[src/rtl/xilinx_distram_arbiter_pkg.sv]
// ---------------------------------------------------------------------------
// xilinx_distram_pkg
// Shared types and helpers for the distributed-RAM arbiter slice.
//   state_e  : controller state (INIT = zero-fill sweep, RUN = serving requests)
//   pick_t   : result of a round-robin search (found flag + index)
//   rr_pick  : round-robin search over up to MAX_REQ request bits
// ---------------------------------------------------------------------------
package xilinx_distram_pkg;

  typedef enum logic {
    INIT = 1'b0,
    RUN  = 1'b1
  } state_e;

  // Largest requester count the search helper handles; callers zero-extend.
  localparam int unsigned MAX_REQ = 8;

  typedef struct packed {
    logic       found;
    logic [2:0] idx;
  } pick_t;

  // First set bit of valid at or above ptr, wrapping modulo num_req.
  // Only the lowest num_req bits of valid take part in the search.
  function automatic pick_t rr_pick(input logic [MAX_REQ-1:0] valid,
                                    input logic [2:0]         ptr,
                                    input int unsigned        num_req);
    pick_t       res;
    int unsigned cand;
    res = '0;
    for (int unsigned k = 0; k < MAX_REQ; k++) begin
      cand = (32'(ptr) + k) % num_req;
      if ((k < num_req) && !res.found && valid[cand[2:0]]) begin
        res.found = 1'b1;
        res.idx   = cand[2:0];
      end
    end
    return res;
  endfunction

endpackage

[src/rtl/xilinx_distram_arbiter_if.sv]
// ---------------------------------------------------------------------------
// xilinx_distram_arbiter_if
// Request/response bundle between client logic and the RAM arbiter.
//   REQ_VALID/REQ_READY : per-requester handshake (READY is a one-hot grant)
//   REQ_WE/ADDR/WDATA   : packed per-requester access fields
//   RSP_VALID/RSP_RDATA : one-cycle read response strobe + shared data
//   INIT_DONE           : zero-fill sweep has completed
// Modports: master = client side, slave = arbiter side.
// ---------------------------------------------------------------------------
interface xilinx_distram_arbiter_if #(
  parameter int NUM_REQ    = 4,
  parameter int ADDR_WIDTH = 6,
  parameter int DATA_WIDTH = 8
);

  logic [NUM_REQ-1:0]            REQ_VALID;
  logic [NUM_REQ-1:0]            REQ_READY;
  logic [NUM_REQ-1:0]            REQ_WE;
  logic [NUM_REQ*ADDR_WIDTH-1:0] REQ_ADDR;
  logic [NUM_REQ*DATA_WIDTH-1:0] REQ_WDATA;
  logic [NUM_REQ-1:0]            RSP_VALID;
  logic [DATA_WIDTH-1:0]         RSP_RDATA;
  logic                          INIT_DONE;

  modport master (
    output REQ_VALID, REQ_WE, REQ_ADDR, REQ_WDATA,
    input  REQ_READY, RSP_VALID, RSP_RDATA, INIT_DONE
  );

  modport slave (
    input  REQ_VALID, REQ_WE, REQ_ADDR, REQ_WDATA,
    output REQ_READY, RSP_VALID, RSP_RDATA, INIT_DONE
  );

endinterface

[src/rtl/xilinx_rr_arbiter.sv]
// ---------------------------------------------------------------------------
// xilinx_rr_arbiter
// Combinational round-robin pick with a registered priority pointer.
//   clk_i/rst_i   : clock, asynchronous active-high reset (pointer -> 0)
//   en_i          : arbitration enabled; no grant while low
//   valid_i       : per-requester request bits
//   grant_o       : one-hot grant
//   grant_idx_o   : index of the granted requester
//   found_o       : a grant is issued this cycle
// After a grant to g the pointer moves to (g+1) mod NUM_REQ; otherwise holds.
// ---------------------------------------------------------------------------
module xilinx_rr_arbiter
  import xilinx_distram_pkg::*;
#(
  parameter int NUM_REQ = 4,
  localparam int IDX_W  = $clog2(NUM_REQ)
) (
  input  logic               clk_i,
  input  logic               rst_i,
  input  logic               en_i,
  input  logic [NUM_REQ-1:0] valid_i,
  output logic [NUM_REQ-1:0] grant_o,
  output logic [IDX_W-1:0]   grant_idx_o,
  output logic               found_o
);

  logic [IDX_W-1:0]   ptr_q, ptr_d;
  logic [MAX_REQ-1:0] valid_ext;
  pick_t              pick;

  assign valid_ext   = MAX_REQ'(valid_i);
  assign pick        = rr_pick(valid_ext, 3'(ptr_q), NUM_REQ);
  assign found_o     = en_i & pick.found;
  assign grant_idx_o = IDX_W'(pick.idx);

  for (genvar gi = 0; gi < NUM_REQ; gi++) begin : g_grant
    assign grant_o[gi] = found_o && (pick.idx == 3'(gi));
  end

  always_comb begin
    ptr_d = ptr_q;
    if (found_o) begin
      ptr_d = (grant_idx_o == IDX_W'(NUM_REQ - 1)) ? '0 : grant_idx_o + 1'b1;
    end
  end

  always_ff @(posedge clk_i or posedge rst_i) begin
    if (rst_i) begin
      ptr_q <= '0;
    end else begin
      ptr_q <= ptr_d;
    end
  end

endmodule

[src/rtl/xilinx_sp_distram.sv]
// ---------------------------------------------------------------------------
// xilinx_sp_distram
// Single-port distributed (LUT) RAM: synchronous write, asynchronous read.
//   clk_i   : write clock
//   we_i    : write enable
//   addr_i  : shared read/write address
//   wdata_i : write data
//   rdata_o : combinational read data at addr_i
// Contents are not reset.
// ---------------------------------------------------------------------------
module xilinx_sp_distram #(
  parameter int ADDR_WIDTH = 6,
  parameter int DATA_WIDTH = 8
) (
  input  logic                  clk_i,
  input  logic                  we_i,
  input  logic [ADDR_WIDTH-1:0] addr_i,
  input  logic [DATA_WIDTH-1:0] wdata_i,
  output logic [DATA_WIDTH-1:0] rdata_o
);

  logic [DATA_WIDTH-1:0] mem_q [2**ADDR_WIDTH];

  always_ff @(posedge clk_i) begin
    if (we_i) begin
      mem_q[addr_i] <= wdata_i;
    end
  end

  assign rdata_o = mem_q[addr_i];

endmodule

[src/rtl/xilinx_distram_arbiter.sv]
// ---------------------------------------------------------------------------
// xilinx_distram_arbiter
// Shares one single-port LUT RAM between NUM_REQ requesters, one access per
// clock, round-robin. After reset the RAM is zero-filled (DEPTH cycles)
// before any request is granted. Reads return one cycle after grant.
//   CLK : clock (also the RAM write clock)
//   RST : asynchronous active-high reset
//   bus : slave side of xilinx_distram_arbiter_if (handshake, response,
//         INIT_DONE)
// ---------------------------------------------------------------------------
module xilinx_distram_arbiter
  import xilinx_distram_pkg::*;
#(
  parameter int NUM_REQ    = 4,
  parameter int ADDR_WIDTH = 6,
  parameter int DATA_WIDTH = 8
) (
  input  logic                     CLK,
  input  logic                     RST,
  xilinx_distram_arbiter_if.slave  bus
);

  localparam int IDX_W = $clog2(NUM_REQ);

  state_e                state_q, state_d;
  logic [ADDR_WIDTH-1:0] cnt_q, cnt_d;
  logic [NUM_REQ-1:0]    rsp_valid_q, rsp_valid_d;
  logic [DATA_WIDTH-1:0] rsp_rdata_q, rsp_rdata_d;

  logic [NUM_REQ-1:0]    grant;
  logic [IDX_W-1:0]      grant_idx;
  logic                  grant_found;

  logic                  ram_we;
  logic [ADDR_WIDTH-1:0] ram_addr;
  logic [DATA_WIDTH-1:0] ram_wdata;
  logic [DATA_WIDTH-1:0] ram_rdata;

  // Unpacked views of the packed per-requester fields.
  logic [ADDR_WIDTH-1:0] req_addr  [NUM_REQ];
  logic [DATA_WIDTH-1:0] req_wdata [NUM_REQ];

  for (genvar gi = 0; gi < NUM_REQ; gi++) begin : g_unpack
    assign req_addr[gi]  = bus.REQ_ADDR[gi*ADDR_WIDTH +: ADDR_WIDTH];
    assign req_wdata[gi] = bus.REQ_WDATA[gi*DATA_WIDTH +: DATA_WIDTH];
  end

  xilinx_rr_arbiter #(
    .NUM_REQ (NUM_REQ)
  ) u_rr (
    .clk_i       (CLK),
    .rst_i       (RST),
    .en_i        (state_q == RUN),
    .valid_i     (bus.REQ_VALID),
    .grant_o     (grant),
    .grant_idx_o (grant_idx),
    .found_o     (grant_found)
  );

  xilinx_sp_distram #(
    .ADDR_WIDTH (ADDR_WIDTH),
    .DATA_WIDTH (DATA_WIDTH)
  ) u_ram (
    .clk_i   (CLK),
    .we_i    (ram_we),
    .addr_i  (ram_addr),
    .wdata_i (ram_wdata),
    .rdata_o (ram_rdata)
  );

  always_comb begin
    state_d     = state_q;
    cnt_d       = cnt_q;
    ram_we      = 1'b0;
    ram_addr    = cnt_q;
    ram_wdata   = '0;
    rsp_valid_d = '0;
    rsp_rdata_d = rsp_rdata_q;
    unique case (state_q)
      INIT: begin
        ram_we = 1'b1;
        cnt_d  = cnt_q + 1'b1;
        // The counter wraps to 0 on the same edge that leaves INIT.
        if (cnt_q == '1) begin
          state_d = RUN;
        end
      end
      RUN: begin
        if (grant_found) begin
          ram_addr  = req_addr[grant_idx];
          ram_wdata = req_wdata[grant_idx];
          ram_we    = bus.REQ_WE[grant_idx];
          if (!bus.REQ_WE[grant_idx]) begin
            rsp_valid_d = grant;
            rsp_rdata_d = ram_rdata;
          end
        end
      end
      default: state_d = INIT;
    endcase
  end

  always_ff @(posedge CLK or posedge RST) begin
    if (RST) begin
      state_q     <= INIT;
      cnt_q       <= '0;
      rsp_valid_q <= '0;
      rsp_rdata_q <= '0;
    end else begin
      state_q     <= state_d;
      cnt_q       <= cnt_d;
      rsp_valid_q <= rsp_valid_d;
      rsp_rdata_q <= rsp_rdata_d;
    end
  end

  assign bus.REQ_READY = grant;
  assign bus.RSP_VALID = rsp_valid_q;
  assign bus.RSP_RDATA = rsp_rdata_q;
  assign bus.INIT_DONE = (state_q == RUN);

endmodule
[src/flat_wrapper.sv]
// flat-port wrapper written by rule: the top's interface ports become plain ports
module xilinx_distram_arbiter_flat import xilinx_distram_pkg::*;
#(
  parameter int NUM_REQ    = 4,
  parameter int ADDR_WIDTH = 6,
  parameter int DATA_WIDTH = 8
)
  (CLK, RST, bus_REQ_VALID, bus_REQ_WE, bus_REQ_ADDR, bus_REQ_WDATA, bus_REQ_READY, bus_RSP_VALID, bus_RSP_RDATA, bus_INIT_DONE);
  xilinx_distram_arbiter_if #(.NUM_REQ(NUM_REQ), .ADDR_WIDTH(ADDR_WIDTH), .DATA_WIDTH(DATA_WIDTH)) bus_i ();
  input  logic CLK;
  input  logic RST;
  input wire logic [$bits(bus_i.REQ_VALID)-1:0] bus_REQ_VALID;
  input wire logic [$bits(bus_i.REQ_WE)-1:0] bus_REQ_WE;
  input wire logic [$bits(bus_i.REQ_ADDR)-1:0] bus_REQ_ADDR;
  input wire logic [$bits(bus_i.REQ_WDATA)-1:0] bus_REQ_WDATA;
  output wire logic [$bits(bus_i.REQ_READY)-1:0] bus_REQ_READY;
  output wire logic [$bits(bus_i.RSP_VALID)-1:0] bus_RSP_VALID;
  output wire logic [$bits(bus_i.RSP_RDATA)-1:0] bus_RSP_RDATA;
  output wire logic [$bits(bus_i.INIT_DONE)-1:0] bus_INIT_DONE;
  assign bus_i.REQ_VALID = bus_REQ_VALID;
  assign bus_i.REQ_WE = bus_REQ_WE;
  assign bus_i.REQ_ADDR = bus_REQ_ADDR;
  assign bus_i.REQ_WDATA = bus_REQ_WDATA;
  assign bus_REQ_READY = bus_i.REQ_READY;
  assign bus_RSP_VALID = bus_i.RSP_VALID;
  assign bus_RSP_RDATA = bus_i.RSP_RDATA;
  assign bus_INIT_DONE = bus_i.INIT_DONE;
  xilinx_distram_arbiter #(.NUM_REQ(NUM_REQ), .ADDR_WIDTH(ADDR_WIDTH), .DATA_WIDTH(DATA_WIDTH)) u_core (.CLK(CLK), .RST(RST), .bus(bus_i));
endmodule
[config.mk]
export PLATFORM = sky130hd
export DESIGN_NAME = xilinx_distram_arbiter_flat
export DESIGN_NICKNAME = d
export VERILOG_FILES = /design/src/rtl/xilinx_distram_arbiter_pkg.sv /design/src/rtl/xilinx_distram_arbiter_if.sv /design/src/rtl/xilinx_rr_arbiter.sv /design/src/rtl/xilinx_sp_distram.sv /design/src/rtl/xilinx_distram_arbiter.sv /design/src/flat_wrapper.sv
export SDC_FILE = /design/constraint.sdc
export NUM_CORES = 1
export LEC_CHECK = 0
export CAP_MARGIN = 25
export CORE_AREA = 10 10 169 328
export CTS_CLUSTER_SIZE = 40
export DETAILED_ROUTE_END_ITERATION = 10
export DIE_AREA = 0 0 179 338
export PLACE_DENSITY = 0.61
export SLEW_MARGIN = 20
export SYNTH_ARGS = -nofsm -noshare
export SYNTH_HDL_FRONTEND = slang
export SYNTH_SLANG_ARGS = --single-unit
[constraint.sdc]
create_clock -name CLK -period 4.2 [get_ports CLK]
set_input_delay 0.84 -clock CLK [delete_from_list [all_inputs] [get_ports CLK]]
set_output_delay 0.84 -clock CLK [all_outputs]
set_load 0.05 [all_outputs]
== Word-level counts from Yosys, hierarchy flattened ==
Memory sizes are Yosys's and may differ from the RTL's. A register that Yosys moved wholly into a read port is not among the register bits.
Index checks and enable logic that the tools add are counted.

* Logic and storage cells: 71
* Memories kept: 1
* Memory bits (writable): 512
* Output and inout port bits: 17
* Input port bits: 66
* Register bits after elaboration: 13

{| class="wikitable"
|+ Memory list
! memory !! words !! width !! rd ports !! clocked after Yosys merged registers in !! write ports !! line !! source
|-
| u_core.u_ram.mem_q || 64 || 8 || 1 || 1 || 1 || xilinx_sp_distram.sv:22 || <nowiki>logic [DATA_WIDTH-1:0] mem_q [2**ADDR_WIDTH];</nowiki>
|}

* $lt $le $gt $ge: 6
* Add/subtract/negate cells: 5
* Equal/unequal tests: 5
* Bitwise gates (word level): 4
* Reductions and logical operators: 12
* Multiplexer cells: 34

{| class="wikitable"
|+ Operators by type and width
! kind !! count
|-
| two-way mux 8 bit || 4
|-
| two-way mux 4 bit || 7
|-
| two-way mux 6 bit || 4
|-
| binary-select mux 8 bit (select 2 bit) || 1
|-
| less-than comparator 2 x 4 -> 1 bit (second input constant) || 4
|-
| binary-select mux 6 bit (select 2 bit) || 1
|-
| binary-select mux 1 bit (select 2 bit) || 5
|-
| two-way mux 1 bit || 10
|-
| logical AND 1 bit || 7
|-
| adder 6 x 1 -> 6 bit (second input constant) || 1
|-
| == test 3 x 2 -> 1 bit (second input constant) || 2
|-
| == test 6 bit (second input constant) || 1
|-
| adder 2 x 1 -> 2 bit (second input constant) || 2
|-
| adder 2 bit (second input constant) || 2
|-
| == test 3 x 1 -> 1 bit (second input constant) || 1
|-
| >= comparator 3 bit (second input constant) || 1
|-
| zero test 1 bit || 3
|-
| zero test 3 bit || 1
|-
| less-than comparator 2 x 3 -> 1 bit (second input constant) || 1
|-
| inverter 2 -> 3 bit || 1
|-
| AND reduction 3 bit || 1
|-
| == test 2 bit (second input constant) || 1
|-
| two-way mux 2 bit || 1
|-
| inverter 1 bit || 2
|-
| other kinds (2) || 2
|}

== Logic depth before layout (Yosys ltp) ==
Gate-level depths: netlist (run 1).

* Word-level depth: 18
* Gate-level depth with buffers: 15
* Mapped depth without buffers: 11

== Cells and area by module ==
A second synthesis (run 1) with hierarchy kept.

* Cell total of the unflattened synthesis: 1282
* Area total of the unflattened synthesis: 21869.7 µm²

{| class="wikitable"
|+ By module, submodules not included
! module !! area an instance (µm²) !! seq. area each (µm²) !! times used !! cells an instance
|-
| xilinx_sp_distram || 20289.5 || 15374.7 || 1 || 1163
|-
| xilinx_distram_arbiter || 1355.0 || 475.5 || 1 || 90
|-
| xilinx_rr_arbiter || 225.2 || 50.0 || 1 || 29
|}

== Least setup slack after synthesis (run 1) ==
Ideal clock, no wire load.

* Path type: input to register
* Start point: input bus_REQ_VALID[3]
* End point: memory u_core.u_ram.mem_q[41][0], enable pin
* Data required time: 3.830 ns
* Cell stages on the path: 13
* Library setup time: 0.370 ns
* Buffers on the path: 5
* Setup slack: 0.525 ns
* Data arrival time: 3.305 ns
* Cells stage by stage: or2_1 > buf_2 > o31ai_4 > buf_6 > nand2_2 > nand4_2 > nand2_2 > buf_2 > buf_2 > buf_2 > nor2_1 > nand2_1 > nor2_1

* Longest elaborated chain between the ends: 18
* Elaborated cells between the ends (all ways): 31
* Those cells by class: mux: 23; bitwise: 2; reduce/logical: 6

{| class="wikitable"
|+ Ends and longest elaborated chain
! element !! line !! source
|-
| start, declared || flat_wrapper.sv:12 || <nowiki>input wire logic [$bits(bus_i.REQ_VALID)-1:0] bus_REQ_VALID;</nowiki>
|-
| binary-select mux 1 bit (select 2 bit) || xilinx_distram_arbiter_pkg.sv:33 || <nowiki>if ((k < num_req) && !res.found && valid[cand[2:0]]) begin</nowiki>
|-
| two-way mux 1 bit (implied by the code) || xilinx_distram_arbiter_pkg.sv:33 ||
|-
| two-way mux 4 bit || xilinx_distram_arbiter_pkg.sv:33 ||
|-
| zero test 1 bit || xilinx_distram_arbiter_pkg.sv:33 ||
|-
| logical AND 1 bit || xilinx_distram_arbiter_pkg.sv:33 ||
|-
| two-way mux 4 bit || xilinx_distram_arbiter_pkg.sv:33 ||
|-
| zero test 1 bit || xilinx_distram_arbiter_pkg.sv:33 ||
|-
| logical AND 1 bit || xilinx_distram_arbiter_pkg.sv:33 ||
|-
| [2 not listed] || - ||
|-
| logical AND 1 bit || xilinx_distram_arbiter_pkg.sv:33 ||
|-
| two-way mux 4 bit (*) || xilinx_distram_arbiter_pkg.sv:33 ||
|-
| binary-select mux 1 bit (select 2 bit) / inverter 2 -> 3 bit (equally long branches) || xilinx_distram_arbiter.sv:92, xilinx_distram_arbiter.sv:90 ||
|-
| two-way mux 1 bit (implied by the code) / binary-select mux 6 bit (select 2 bit) (equally long branches) || xilinx_distram_arbiter.sv:92, xilinx_distram_arbiter.sv:90 ||
|-
| two-way mux 1 bit / two-way mux 6 bit (equally long branches) || xilinx_distram_arbiter.sv:89, xilinx_distram_arbiter.sv:90 ||
|-
| case mux 1 bit (2 select lines) / two-way mux 6 bit (equally long branches) || xilinx_distram_arbiter.sv:79, xilinx_distram_arbiter.sv:90 ||
|-
| two-way mux 1 bit / two-way mux 6 bit (equally long branches) || xilinx_sp_distram.sv:25, xilinx_distram_arbiter.sv:89 ||
|-
| two-way mux 1 bit (implied by the code) / two-way mux 6 bit (equally long branches) || xilinx_sp_distram.sv:26, xilinx_distram_arbiter.sv:79 ||
|-
| end, declared || xilinx_sp_distram.sv:22 ||
|}

Mark *: on every way between the ends. The rest lies on a longest branch, timed or not. The select of a mux whose other input is x is not followed.

== Worst setup path after layout (run 1) ==
* Start point: input bus_REQ_VALID[1]
* End point: register u_core.rsp_rdata_q[3], in the netlist u_core.bus.RSP_RDATA[3] (read register of u_core.u_ram.mem_q)

* Longest elaborated chain between the ends: 18
* Elaborated cells between the ends (all ways): 29
* Those cells by class: mux: 19; bitwise: 3; reduce/logical: 7

{| class="wikitable"
|+ Ends and longest elaborated chain
! element !! line !! source
|-
| binary-select mux 1 bit (select 2 bit) || xilinx_distram_arbiter_pkg.sv:33 ||
|-
| two-way mux 1 bit (implied by the code) || xilinx_distram_arbiter_pkg.sv:33 ||
|-
| two-way mux 4 bit || xilinx_distram_arbiter_pkg.sv:33 ||
|-
| zero test 1 bit || xilinx_distram_arbiter_pkg.sv:33 ||
|-
| logical AND 1 bit || xilinx_distram_arbiter_pkg.sv:33 ||
|-
| two-way mux 4 bit || xilinx_distram_arbiter_pkg.sv:33 ||
|-
| zero test 1 bit || xilinx_distram_arbiter_pkg.sv:33 ||
|-
| logical AND 1 bit || xilinx_distram_arbiter_pkg.sv:33 ||
|-
| two-way mux 4 bit || xilinx_distram_arbiter_pkg.sv:33 ||
|-
| zero test 1 bit || xilinx_distram_arbiter_pkg.sv:33 ||
|-
| logical AND 1 bit || xilinx_distram_arbiter_pkg.sv:33 ||
|-
| two-way mux 4 bit (*) || xilinx_distram_arbiter_pkg.sv:33 ||
|-
| inverter 2 -> 3 bit (implied by the code) || xilinx_distram_arbiter.sv:90 || <nowiki>ram_addr = req_addr[grant_idx];</nowiki>
|-
| binary-select mux 6 bit (select 2 bit) || xilinx_distram_arbiter.sv:90 ||
|-
| two-way mux 6 bit (implied by the code) (2 in a row) || xilinx_distram_arbiter.sv:90 ||
|-
| two-way mux 6 bit || xilinx_distram_arbiter.sv:89 || <nowiki>if (grant_found) begin</nowiki>
|-
| two-way mux 6 bit || xilinx_distram_arbiter.sv:79 || <nowiki>unique case (state_q)</nowiki>
|-
| end, declared || xilinx_distram_arbiter.sv:28 || <nowiki>logic [DATA_WIDTH-1:0] rsp_rdata_q, rsp_rdata_d;</nowiki>
|}

Marks and branches as above.
A chain may end at the register's enable or synchronous reset.

==> run_results.csv, run 1 <==
group,metric,value,unit
synth,ys_warn_count,0,
sta,finalCriticalPeriod,4.14,ns
placement,dpl_cell_area,26200,sq um
cells_and_area,final_nets,2133,
worst_setup_path,worstSetupStartpointType,"input port",
synth,seq_area_frac_synth,71.4,%
synth,syn-num-nets,1772,
floorplanning,die_x,179,microns
worst_setup_path,max_stage_delay,0.49,ns
drt,drc,0,
power,p_leak,9.27,nW
global_routing,antenna_found_initial,0,
cts,htree_num_levels,2,
power,peakVddDrop,278,uV
placement,hpwl,51.1,mm
global_routing,grt_use_total,24.1,%
synth,syn_inst,1701,
synth,synth-edff-count,512,
placement,dp.cells,2643,
sta,setup_violations,0,
sta,clock.fmax,242,MHz
cts,root_buffer,"clkbuf_16",
worst_setup_path,crit_chain,"dlygate4sd2_1 -> buf_4 -> or2_1 -> o31a_1 -> nor2_1 -> a41oi_4 -> buf_12 -> buf_6 -> buf_6 -> and3_4 -> a211oi_4 -> a31oi_2 -> a22oi_2 -> nand4_1 -> o32a_1",
cells_and_area,nFillCells,4053,
sta,hold_ws,0.509,ns
floorplanning,dieArea,60500,sq um
cells_and_area,stdcell_count,2745,
worst_setup_path,path_buf_inv,5,
hold_path,hold_path.class,"register to register",
cells_and_area,diodes,0,
cts,clockBufferDepth,3,
floorplanning,io_pins,83,
cts,cts.clk_slew.worst_paths,0.07,ns
global_routing,overflow,0,
drt,postRouteWirelength,73.5,mm
synth,synth.top_cell.area_share,69.0,%
floorplanning,initial_utilization,44.5,%
cts,cts_made_buffers,44,
floorplanning,coreArea,50100,sq um
drt,viasPerCell,5.82,
sta,slew_viol_final,0,
worst_setup_path,critPathMaxFanout,12,
synth,ys.flop_type,"edfxtp_1",
drt,drt_iter0_markers,1308,
status,status,"completed",
global_routing,grt_pass1_wl,106,mm
global_routing,grt_pass1_vias,16100,
drt,drtPass1Iterations,8,
drt,wl_per_cell,26.8,microns
synth,synthTopCellsByArea,"edfxtp_1 (69%), nand2_1 (6.5%), nand3_1 (3.0%)",
placement,gp_congestion,1.02,
sta,rsz0062_at_grt,"no",
cts,clock_latency,0.58,ns
synth,yosysTopAreaCell,"edfxtp_1",
power,p_per_area,361,nW/um^2
worst_setup_path,slowest_stage,"nand4_1",
worst_setup_path,critPathArrivalTime,4.60,ns
worst_setup_path,critPathRequiredTime,4.66,ns
synth,netlist-cell-type-count,72,
synth,synth_area_per_cell,13.1,sq um
sta,hold_viol_final,0,
sta,slew_headroom,38.8,%
floorplanning,rows,116,
synth,ys_seq_elements,533,
worst_setup_path,cpMostUsedCell,"buf_6",
flow_run,drv_cap,0,
synth,async_flop_share,3.94,%
sta,period_share,98.6,%
worst_setup_path,path_class,"input port to register",
worst_setup_path,end_kind,"register",
cts,cts_tree,"yes",
drt,route.antenna.remaining_nets,0,
cells_and_area,drive_gt1_share,22.8,%
cells_and_area,syn_to_final_growth,25.8,%
cts,clock-sinks,533,
synth,netlist_area,22300,sq um
global_routing,grt_max_degree,65,
sta,tightest_slew,0.917,ns
sta,finalClockSkew,0.0210,ns
placement,io_buffer_count,82,
drt,vias,16000,
worst_setup_path,critPathTopFamily,"compound AO/OA/AOI/OAI gates",
floorplanning,die_height,338,microns
cells_and_area,fin_area,28000,sq um
-- cell usage after synthesis (all sizes together), types with 3 or more instances --
master / instances
edfxtp: 512
nand2: 389
nand3: 135
nor2: 91
buf: 77
and3: 74
a211oi: 61
a31oi: 56
clkbuf: 38
a21oi: 34
mux2i: 32
nand4: 22
dfrtp: 21
a22oi: 20
o21ai: 14
a2111oi: 11
and2: 10
a32oi: 9
o211ai: 8
o32a: 7
a211o: 6
a311oi: 5
ha: 5
a221oi: 4
inv: 4
nand3b: 4
nor4: 4
o31a: 4
o31ai: 4
or3: 4
xnor2: 4
a311o: 3
nand2b: 3
-- final timing paths --
path,startpoint,end,slack [ns],cells past startpoint
max in group asynchronous,RST,u_core.bus.RSP_RDATA[2]$_DFFE_PP0P_,3.23,3
hold reg to reg,u_core.bus.RSP_RDATA[3]$_DFFE_PP0P_,u_core.bus.RSP_RDATA[3]$_DFFE_PP0P_,0.51,1
setup reg to reg,u_core.u_rr.ptr_q[1]$_DFFE_PP0N_,u_core.bus.RSP_RDATA[3]$_DFFE_PP0P_,0.20,13
hold / removal,u_core.bus.RSP_RDATA[3]$_DFFE_PP0P_,u_core.bus.RSP_RDATA[3]$_DFFE_PP0P_,0.51,1
setup / recovery,bus_REQ_VALID[1],u_core.bus.RSP_RDATA[3]$_DFFE_PP0P_,0.06,15
min in group asynchronous,RST,u_core.u_rr.ptr_q[1]$_DFFE_PP0N_,0.53,2
-- worst reg2reg max path, cell delays in order, from the launching register on --
cell and delay [ns]:
dfrtp_1 0.49, nand2_1 0.10, a221o_1 0.32, and2_2 0.23, buf_4 0.16, a41oi_4 0.25, buf_12 0.16, nand2_8 0.13
buf_6 0.26, a211oi_4 0.32, a31oi_2 0.08, a22oi_2 0.42, nand4_1 0.49, o32a_1 0.48
-- cells by family (layout without fill, tap and decap cells) --
family,Yosys count,in the layout,share of synthesized area (%)
xor gates and xnor gates,5,5,0.197
muxes,34,34,1.61
adders and majority gates,5,5,0.281
DFF,533,533,71.4
buffers and inverters,120,514,2.65
AOI/OAI and AO/OA,259,259,8.70
and+or+nand+nor,745,746,15.2
-- layer usage --
layer | vias to the layer above | part of all wire [%] | track usage (%) | wire length [microns]
li1 | 7134 | - | - | -
met1 | 7959 | 33 | 24.8 | 24600
met2 | 664 | 52 | 43.0 | 38400
met3 | 210 | 6.0 | 3.66 | 4400
met4 | 0 | 8.2 | 17.7 | 6060
met5 | - | 0 | 0 | 0
-- repair_timing --
action | CTS | global route
pin swaps | 19 | 8
setup buffers | 15 | 4
hold buffers | 0 | 0
setup endpoints to repair | 3 | 12
resized for setup | 29 | 10
gates cloned | 3 | 0
-- area by class of cell --
type                       instances  area, sq um  share of cell area [%]
clock buffer                      61         1210                    4.30
clock inverter                    19          225                   0.804
inverter                           5         21.3                  0.0759
multi-input combinational       1049         6010                    21.4
sequential                       533        15900                    56.7
tap                              649          812                    2.90
timing repair buffer             429         3850                    13.7
-- where the power goes --
group / switching, mW / internal [mW]
combinational: 0.0840 / 0.102
sequential: 0 / 5.73
clock: 1.87 / 2.32
-- placed cells by master, fill, tap and decap left out, types with 4 or more instances in the layout --
cell             count
edfxtp_1           512
nand2_1            384
buf_4              315
nand3_1            132
nor2_1              83
clkdlybuf4s50_1     74
and3_1              65
a31oi_1             54
a211oi_1            51
clkbuf_16           45
a21oi_1             34
mux2i_1             30
buf_12              28
dfrtp_1             21
nand4_1             20
a22oi_1             17
clkbuf_1            14
o21ai_0             13
a32oi_1              9
a2111oi_0            8
o211ai_1             8
and2_1               8
and3_2               8
o32a_1               7
clkinv_1             7
a211oi_2             7
nor2_2               7
a211o_1              6
a311oi_1             5
ha_1                 5
clkinv_2             5
bufinv_16            5
nand3b_1             4
xnor2_1              4
a221oi_1             4
o31a_1               4
nor4_1               4
buf_6                4
-- registers in the layout, summed over array words and instances (netlist names) --
register / count
u_core.bus.RSP_VALID: 4
u_core.bus.RSP_RDATA: 8
u_core.bus.INIT_DONE: 1
u_core.u_rr.ptr_q: 2
u_core.cnt_q: 6
u_core.u_ram.mem_q: 512
-- metrics by stage --
stage	worst slack, ns	TNS, ns	util [%]	total power [mW]
6_report	0.0595	0	56.0	10.1
5_1_grt	0.0243	0	56.0	10.4
4_1_cts	0.0173	0	55.8	10.2
3_5_place_dp	-1.21	-56.37	52.3	6.02
3_3_place_gp	-1.19	-45.69	52.3	6.02
2_1_floorplan	0.525	0	-	5.91
Power figures use the tool's default switching activity.
==> inputs of run 2 (changes only) <==
- CTS_BUF_LIST: default -> sky130_fd_sc_hd__clkbuf_4
==> run 2 against run 1 <==
The flow now finishes with violations (negative setup slack). Flip-flop and latch count unchanged. Die area stayed put. Final area shrank 1.0%. Critical path depth did not move. Combinational power is 4% lower. Clock power decreased by 4%. Maximum frequency down 2.7%. Global-route usage shrank 0.11 points. Worst setup slack worse by 0.11 ns. Clock skew is 0.024 ns higher. Non-clock buffer count is 20 lower.
==> run_results.csv, run 2 (synthesis results as in run 1) <==
group,metric,value,unit
status,status,"complete, but fails checks",
status,violations,"negative setup slack",
cts,clockBufferDepth,3,
sta,clock.fmax,235,MHz
worst_setup_path,cpMostUsedCell,"buf_4",
cts,root_buffer,"clkbuf_4",
floorplanning,die_height,338,microns
cts,cts_made_buffers,110,
worst_setup_path,worstSetupStartpointType,"input port",
worst_setup_path,r2r_setup_slack,-0.02,ns
placement,dp.cells,2643,
cts,clock_latency,0.86,ns
flow_run,drv_cap,0,
drt,wl_per_cell,25.6,microns
worst_setup_path,slowest_stage,"or4_4",
floorplanning,rows,116,
cts,postCtsSetupBuffers,0,
sta,setup_violations,2,
global_routing,grt_pass1_wl,106,mm
cells_and_area,largest_register_ffs,512,
sta,setup_slack,-0.0545,ns
drt,vias,16200,
sta,slew_headroom,36.6,%
sta,fin_tns_setup,-0.0792,ns
power,power,9.92,mW
drt,route.antenna.remaining_nets,0,
drt,drtPass1Iterations,5,
hold_path,hold_path.class,"input port to asynchronous set/reset pin",
cts,cts.clk_slew.worst_paths,0.07,ns
floorplanning,io_pins,83,
global_routing,grt_use_total,24.0,%
sta,tightest_slew,0.948,ns
worst_setup_path,path_class,"input port to register",
sta,finalCriticalPeriod,4.25,ns
drt,viasPerCell,5.71,
worst_setup_path,crit_chain,"clkdlybuf4s50_1 -> and2b_1 -> buf_4 -> or4_4 -> nand3_2 -> a41oi_4 -> buf_12 -> buf_4 -> buf_4 -> and3_1 -> a211oi_2 -> a31oi_1 -> a22oi_2 -> nand4_1 -> o32a_1",
cells_and_area,final_nets,2178,
floorplanning,initial_utilization,44.5,%
global_routing,grt_max_degree,65,
cells_and_area,drive_gt1_share,25.5,%
cts,cts_hold_buf,0,
global_routing,grt_pass1_vias,16700,
cells_and_area,layout_common_cells,"edfxtp_1 (512), nand2_1 (385), buf_4 (303)",
sta,hold_viol_final,0,
placement,hpwl,51.1,mm
worst_setup_path,max_stage_delay,0.51,ns
cells_and_area,stdcell_count,2845,
drt,drc,0,
cts,htree_num_levels,3,
worst_setup_path,end_kind,"register",
floorplanning,die_x,179,microns
global_routing,antenna_found_initial,2,
drt,drt_iter0_markers,1355,
power,p_leak,9.28,nW
worst_setup_path,critPathRequiredTime,4.94,ns
power,p_per_area,358,nW/um^2
cells_and_area,regMostFlops,"u_core.u_ram.mem_q",
cells_and_area,syn_to_final_growth,24.5,%
cells_and_area,final_common_cell,"edfxtp_1",
global_routing,overflow,0,
worst_setup_path,critPathArrivalTime,4.99,ns
cells_and_area,utilization,55.4,%
cts,clock-sinks,533,
floorplanning,dieArea,60500,sq um
cts,cts_tree,"yes",
drt,postRouteWirelength,72.9,mm
worst_setup_path,critPathMaxFanout,12,
sta,slew_viol_final,0,
placement,gp_congestion,1.02,
power,peakVddDrop,178,uV
placement,io_buffer_count,82,
floorplanning,coreArea,50100,sq um
sta,finalClockSkew,0.0448,ns
sta,period_share,101,%
[run 2: per-stage QoR]
step | setup slack [ns] | hold WS, ns | area, sq um
2_1_floorplan | 0.525 | 0.463 | 22300
3_3_place_gp | -1.19 | 0.498 | 26200
3_5_place_dp | -1.21 | 0.492 | 26200
4_1_cts | -0.0303 | 0.511 | 27700
5_1_grt | -0.000794 | 0.232 | 27700
6_report | -0.0545 | 0.252 | 27700
[run 2: layer usage]
| layer | vias up | share of wire [%] | GRT usage (%) | wire, microns |
|---|---|---|---|---|
| met5 | - | 0 | 0 | 0 |
| met4 | 0 | 8.1 | 18.6 | 5890 |
| met3 | 206 | 6.5 | 4.29 | 4710 |
| met2 | 738 | 52 | 42.7 | 38200 |
| met1 | 7996 | 33 | 23.9 | 24000 |
| li1 | 7303 | - | - | - |
[run 2: timing repair]
| item | in CTS | in global routing |
|---|---|---|
| gates resized for setup | 4 | 3 |
| setup endpoints to repair | 3 | 2 |
| pin swaps | 5 | 7 |
[run 2: area by class of cell]
class | count | area (sq um)
diodes | 3 | 7.51
clock buffers | 161 | 1210
clock inverters | 37 | 289
fillers | 4152 | 22300
inverters | 5 | 21.3
multi-input cells | 1048 | 5890
flip-flops and latches | 533 | 15900
well taps | 649 | 812
repair buffers | 409 | 3600
[run 2: critical path, delay by kind of cell]
kind,cells,cell delay [ns]
AND/OR/NAND/NOR,5,1.56
AO/OA/AOI/OAI,5,1.36
buffers and inverters,5,1.22
[run 2: report_power, final]
group / internal [mW] / switching (mW) / leakage, nW
Combinational: 0.0992 / 0.0789 / 4.56
Clock: 2.07 / 1.95 / 0.880
Sequential: 5.73 / 0 / 3.83
[run 2: path summary, 6_finish.rpt]
kind	startpoint	end	cells past startpoint
min in group CLK	u_core.bus.RSP_RDATA[3]$_DFFE_PP0P_	u_core.bus.RSP_RDATA[3]$_DFFE_PP0P_	1
max reg2reg	u_core.u_rr.ptr_q[1]$_DFFE_PP0N_	u_core.bus.RSP_RDATA[3]$_DFFE_PP0P_	14
max	bus_REQ_VALID[1]	u_core.bus.RSP_RDATA[3]$_DFFE_PP0P_	15
min reg2reg	u_core.bus.RSP_RDATA[3]$_DFFE_PP0P_	u_core.bus.RSP_RDATA[3]$_DFFE_PP0P_	1
max in group asynchronous	RST	u_core.bus.RSP_RDATA[1]$_DFFE_PP0P_	3
min	RST	u_core.bus.INIT_DONE$_DFF_PP0_	2
==> edit (config.mk and constraints of run 2) <==
`NUM_REQ` is set to 4 in 4 places; all go to 8.
--- a/src/rtl/xilinx_distram_arbiter_if.sv
+++ b/src/rtl/xilinx_distram_arbiter_if.sv
@@ -8,7 +8,7 @@
 // Modports: master = client side, slave = arbiter side.
 // ---------------------------------------------------------------------------
 interface xilinx_distram_arbiter_if #(
-  parameter int NUM_REQ    = 4,
+  parameter int NUM_REQ    = 8,
   parameter int ADDR_WIDTH = 6,
   parameter int DATA_WIDTH = 8
 );
--- a/src/rtl/xilinx_rr_arbiter.sv
+++ b/src/rtl/xilinx_rr_arbiter.sv
@@ -12,7 +12,7 @@
 module xilinx_rr_arbiter
   import xilinx_distram_pkg::*;
 #(
-  parameter int NUM_REQ = 4,
+  parameter int NUM_REQ = 8,
   localparam int IDX_W  = $clog2(NUM_REQ)
 ) (
   input  logic               clk_i,
--- a/src/rtl/xilinx_distram_arbiter.sv
+++ b/src/rtl/xilinx_distram_arbiter.sv
@@ -11,7 +11,7 @@
 module xilinx_distram_arbiter
   import xilinx_distram_pkg::*;
 #(
-  parameter int NUM_REQ    = 4,
+  parameter int NUM_REQ    = 8,
   parameter int ADDR_WIDTH = 6,
   parameter int DATA_WIDTH = 8
 ) (
--- a/src/flat_wrapper.sv
+++ b/src/flat_wrapper.sv
@@ -1,7 +1,7 @@
 // flat-port wrapper written by rule: the top's interface ports become plain ports
 module xilinx_distram_arbiter_flat import xilinx_distram_pkg::*;
 #(
-  parameter int NUM_REQ    = 4,
+  parameter int NUM_REQ    = 8,
   parameter int ADDR_WIDTH = 6,
   parameter int DATA_WIDTH = 8
 )
Interface: changed (6 resized); port bits go from 83 to 155. The function was not compared with the original's and may differ.
==> edit against run 2 <==
  * The run still ends with negative setup slack left
  * Synthesized area rose by 5.5%
  * Critical path type is now register to register
  * Final cell count rose by 9.6%
  * Routed wire length rose by 22%
  * Sequential cell count rose by 5
  * Die area did not move
  * Non-clock buffer count rose by 276
  * Cell area rose by 23%
  * Setup slack got worse by 0.98 ns
Power is not compared: it rests on default switching activity, and its combinational part moved more than twofold at a synthesized area within 25%.
==> edit: results (changes against run 2) <==
| Metric | Value |
|---|---|
| Status | complete, but fails checks |
| Failing checks | negative setup slack |
| Initial antenna violation count | 3 (+1) |
| Final setup margin | -1.035 ns (-0.9809 ns) |
| Worst-path clk slew | 0.10 ns (+0.03 ns) |
| Placed cells | 2,800 (+5.9%) |
| CP peak stage delay | 0.80 ns (+0.29 ns) |
| Tightest Pin Transition | 0.9528 ns (+0.004998 ns) |
| Crit path max-delay family | compound AO/OA/AOI/OAI gates |
| Synth top area cells | edfxtp_1, nand2_1, mux2i_1, dfrtp_1, mux4_2 |
| RD Place Congestion | 0.9990 (-2.1%) |
| Post-synth ARST share | 4.833% (+0.89 points) |
| Fin Setup TNS | -398.57 ns (-398.49 ns) |
| Post-synthesis sequential area ratio | 68.20% (-3.2 points) |
| DP Worst Slack | -2.232 ns (-1.021 ns) |
| Syn Inst Count | 1,688 (-0.76%) |
| CP max stage cell | a222oi_1 |
| Non-Filler Instances | 3,117 (+9.6%) |
| Synth unique cells | 87 (+21%) |
| Clk_skew | 0.06374 ns (+0.01894 ns) |
| Max reg flops | 512 (unchanged) |
| Final net count | 2,514 (+15%) |
| Worst Path Arrival | 6.01 ns (+1.02 ns) |
| Fillers | 3,629 (-13%) |
| Multiplexer share of the synthesized area | 7.609% (+6.0 points) |
| 1st-iter DRT viols | 1,612 (+19%) |
| Adder-Cell Fraction of Synth Area | 0.4792% (+0.20 points) |
| CTS Buf Count | 112 (+1.8%) |
| Vias in the first global route | 18,900 (+13%) |
| GRT Total Usage | 28.67% (+4.7 points) |
| Via/cell ratio | 5.964 (+4.5%) |
| Synth Area in Compound Gates | 11.93% (+3.2 points) |
| Final setup viols | 1,024 (+1,022) |
| Placement Cell Area | 0.03020 sq mm (+15%) |
| Clock Latency Late Sink | 0.90 ns (+0.04 ns) |
| Post-DR wirelength/cell | 28.55 um (+11%) |
| Xor and xnor area share after synthesis | 0.3355% (+0.14 points) |
| Commonest cells post-synth | edfxtp_1, nand2_1, nor2_1 |
| Layout cells sized above 1 | 40.12% (+15 points) |
| Post-DP HPWL | 63.11 mm (+24%) |
| Buffers on Ports | 154 (+88%) |
-- edit: cell count changes in the layout (fill, tap and decap cells not counted), moves of 27 or more --
cell / run 2 / this run
a31oi_1: 56 / 16
nand3_1: 132 / 16
nand2_1: 385 / 247
buf_4: 303 / 349
a21oi_1: 34 / 67
and3_1: 66 / 28
buf_6: 1 / 65
a22oi_1: 17 / 44
mux2i_1: 31 / 81
nor2_1: 86 / 32
clkdlybuf4s50_1: 78 / 146
a211oi_1: 56 / 12
nor2_4: 0 / 72
buf_12: 26 / 102
-- edit: cell families after synthesis --
logic type               count (synthesis)
multiplexers                           148
buffers and inverters                  127
XOR/XNOR                                 9
adder cells (fa/ha/maj)                  9
AND/OR/NAND/NOR                        478
flip-flops                             538
AO/OA/AOI/OAI                          379
-- edit: power breakdown --
| group | total [W] | internal, W | switching, W |
|---|---|---|---|
| sequential | 0.00582 | 0.00579 | 0.0000271 |
| combinational | 0.00216 | 0.00111 | 0.00105 |
| clock | 0.00387 | 0.00182 | 0.00205 |
-- edit: final cells by class --
class	instances	area [sq um]	area share (%)
repair buffers	685	7261	21.30
flip-flops and latches	538	16030	47.02
diodes	3	7.507	0.02203
clock inverters	60	341.6	1.002
well taps	649	812.0	2.383
clock buffers	144	1081	3.172
inverters	14	65.06	0.1909
repair inverters	1	5.005	0.01468
multi-input cells	1023	8483	24.89
-- edit: what timing repair did --
action / 4_1_cts / 5_1_grt
setup buffers: 39 / 68
resized for setup: 112 / 198
gates cloned: 2 / 4
setup endpoints to repair: 1040 / 1040
pin swaps: 27 / 65
-- edit: worst paths after layout --
kind                                                  startpoint                                  end  slack [ns]  depth (start not counted)
worst max register to register  u_core.u_rr.ptr_q[1]$_DFFE_PP0N_  u_core.bus.RSP_RDATA[0]$_DFFE_PP0P_       -1.04                         21
worst max-delay path            u_core.u_rr.ptr_q[1]$_DFFE_PP0N_  u_core.bus.RSP_RDATA[0]$_DFFE_PP0P_       -1.04                         21
max in group asynchronous                                    RST    u_core.bus.RSP_VALID[1]$_DFF_PP0_        3.52                          3
min in group CLK                     u_core.cnt_q[4]$_DFFE_PP0N_          u_core.cnt_q[4]$_DFFE_PP0N_        0.55                          1
worst min register to register       u_core.cnt_q[4]$_DFFE_PP0N_          u_core.cnt_q[4]$_DFFE_PP0N_        0.55                          1
worst min-delay path                                         RST  u_core.bus.RSP_RDATA[5]$_DFFE_PP0P_        0.34                          3
-- edit: worst min-delay path: cells and delay by family --
kind     cells  cell delay, ns
buf+inv      3            0.82
-- edit: routing by layer --
metal	global-route usage, %	vias to the layer above	part of all wire [%]
li1	-	8049	-
met1	29.92	9217	32
met2	50.98	1054	52
met3	4.714	271	7.2
met4	20.15	0	8.0
met5	0	-	0
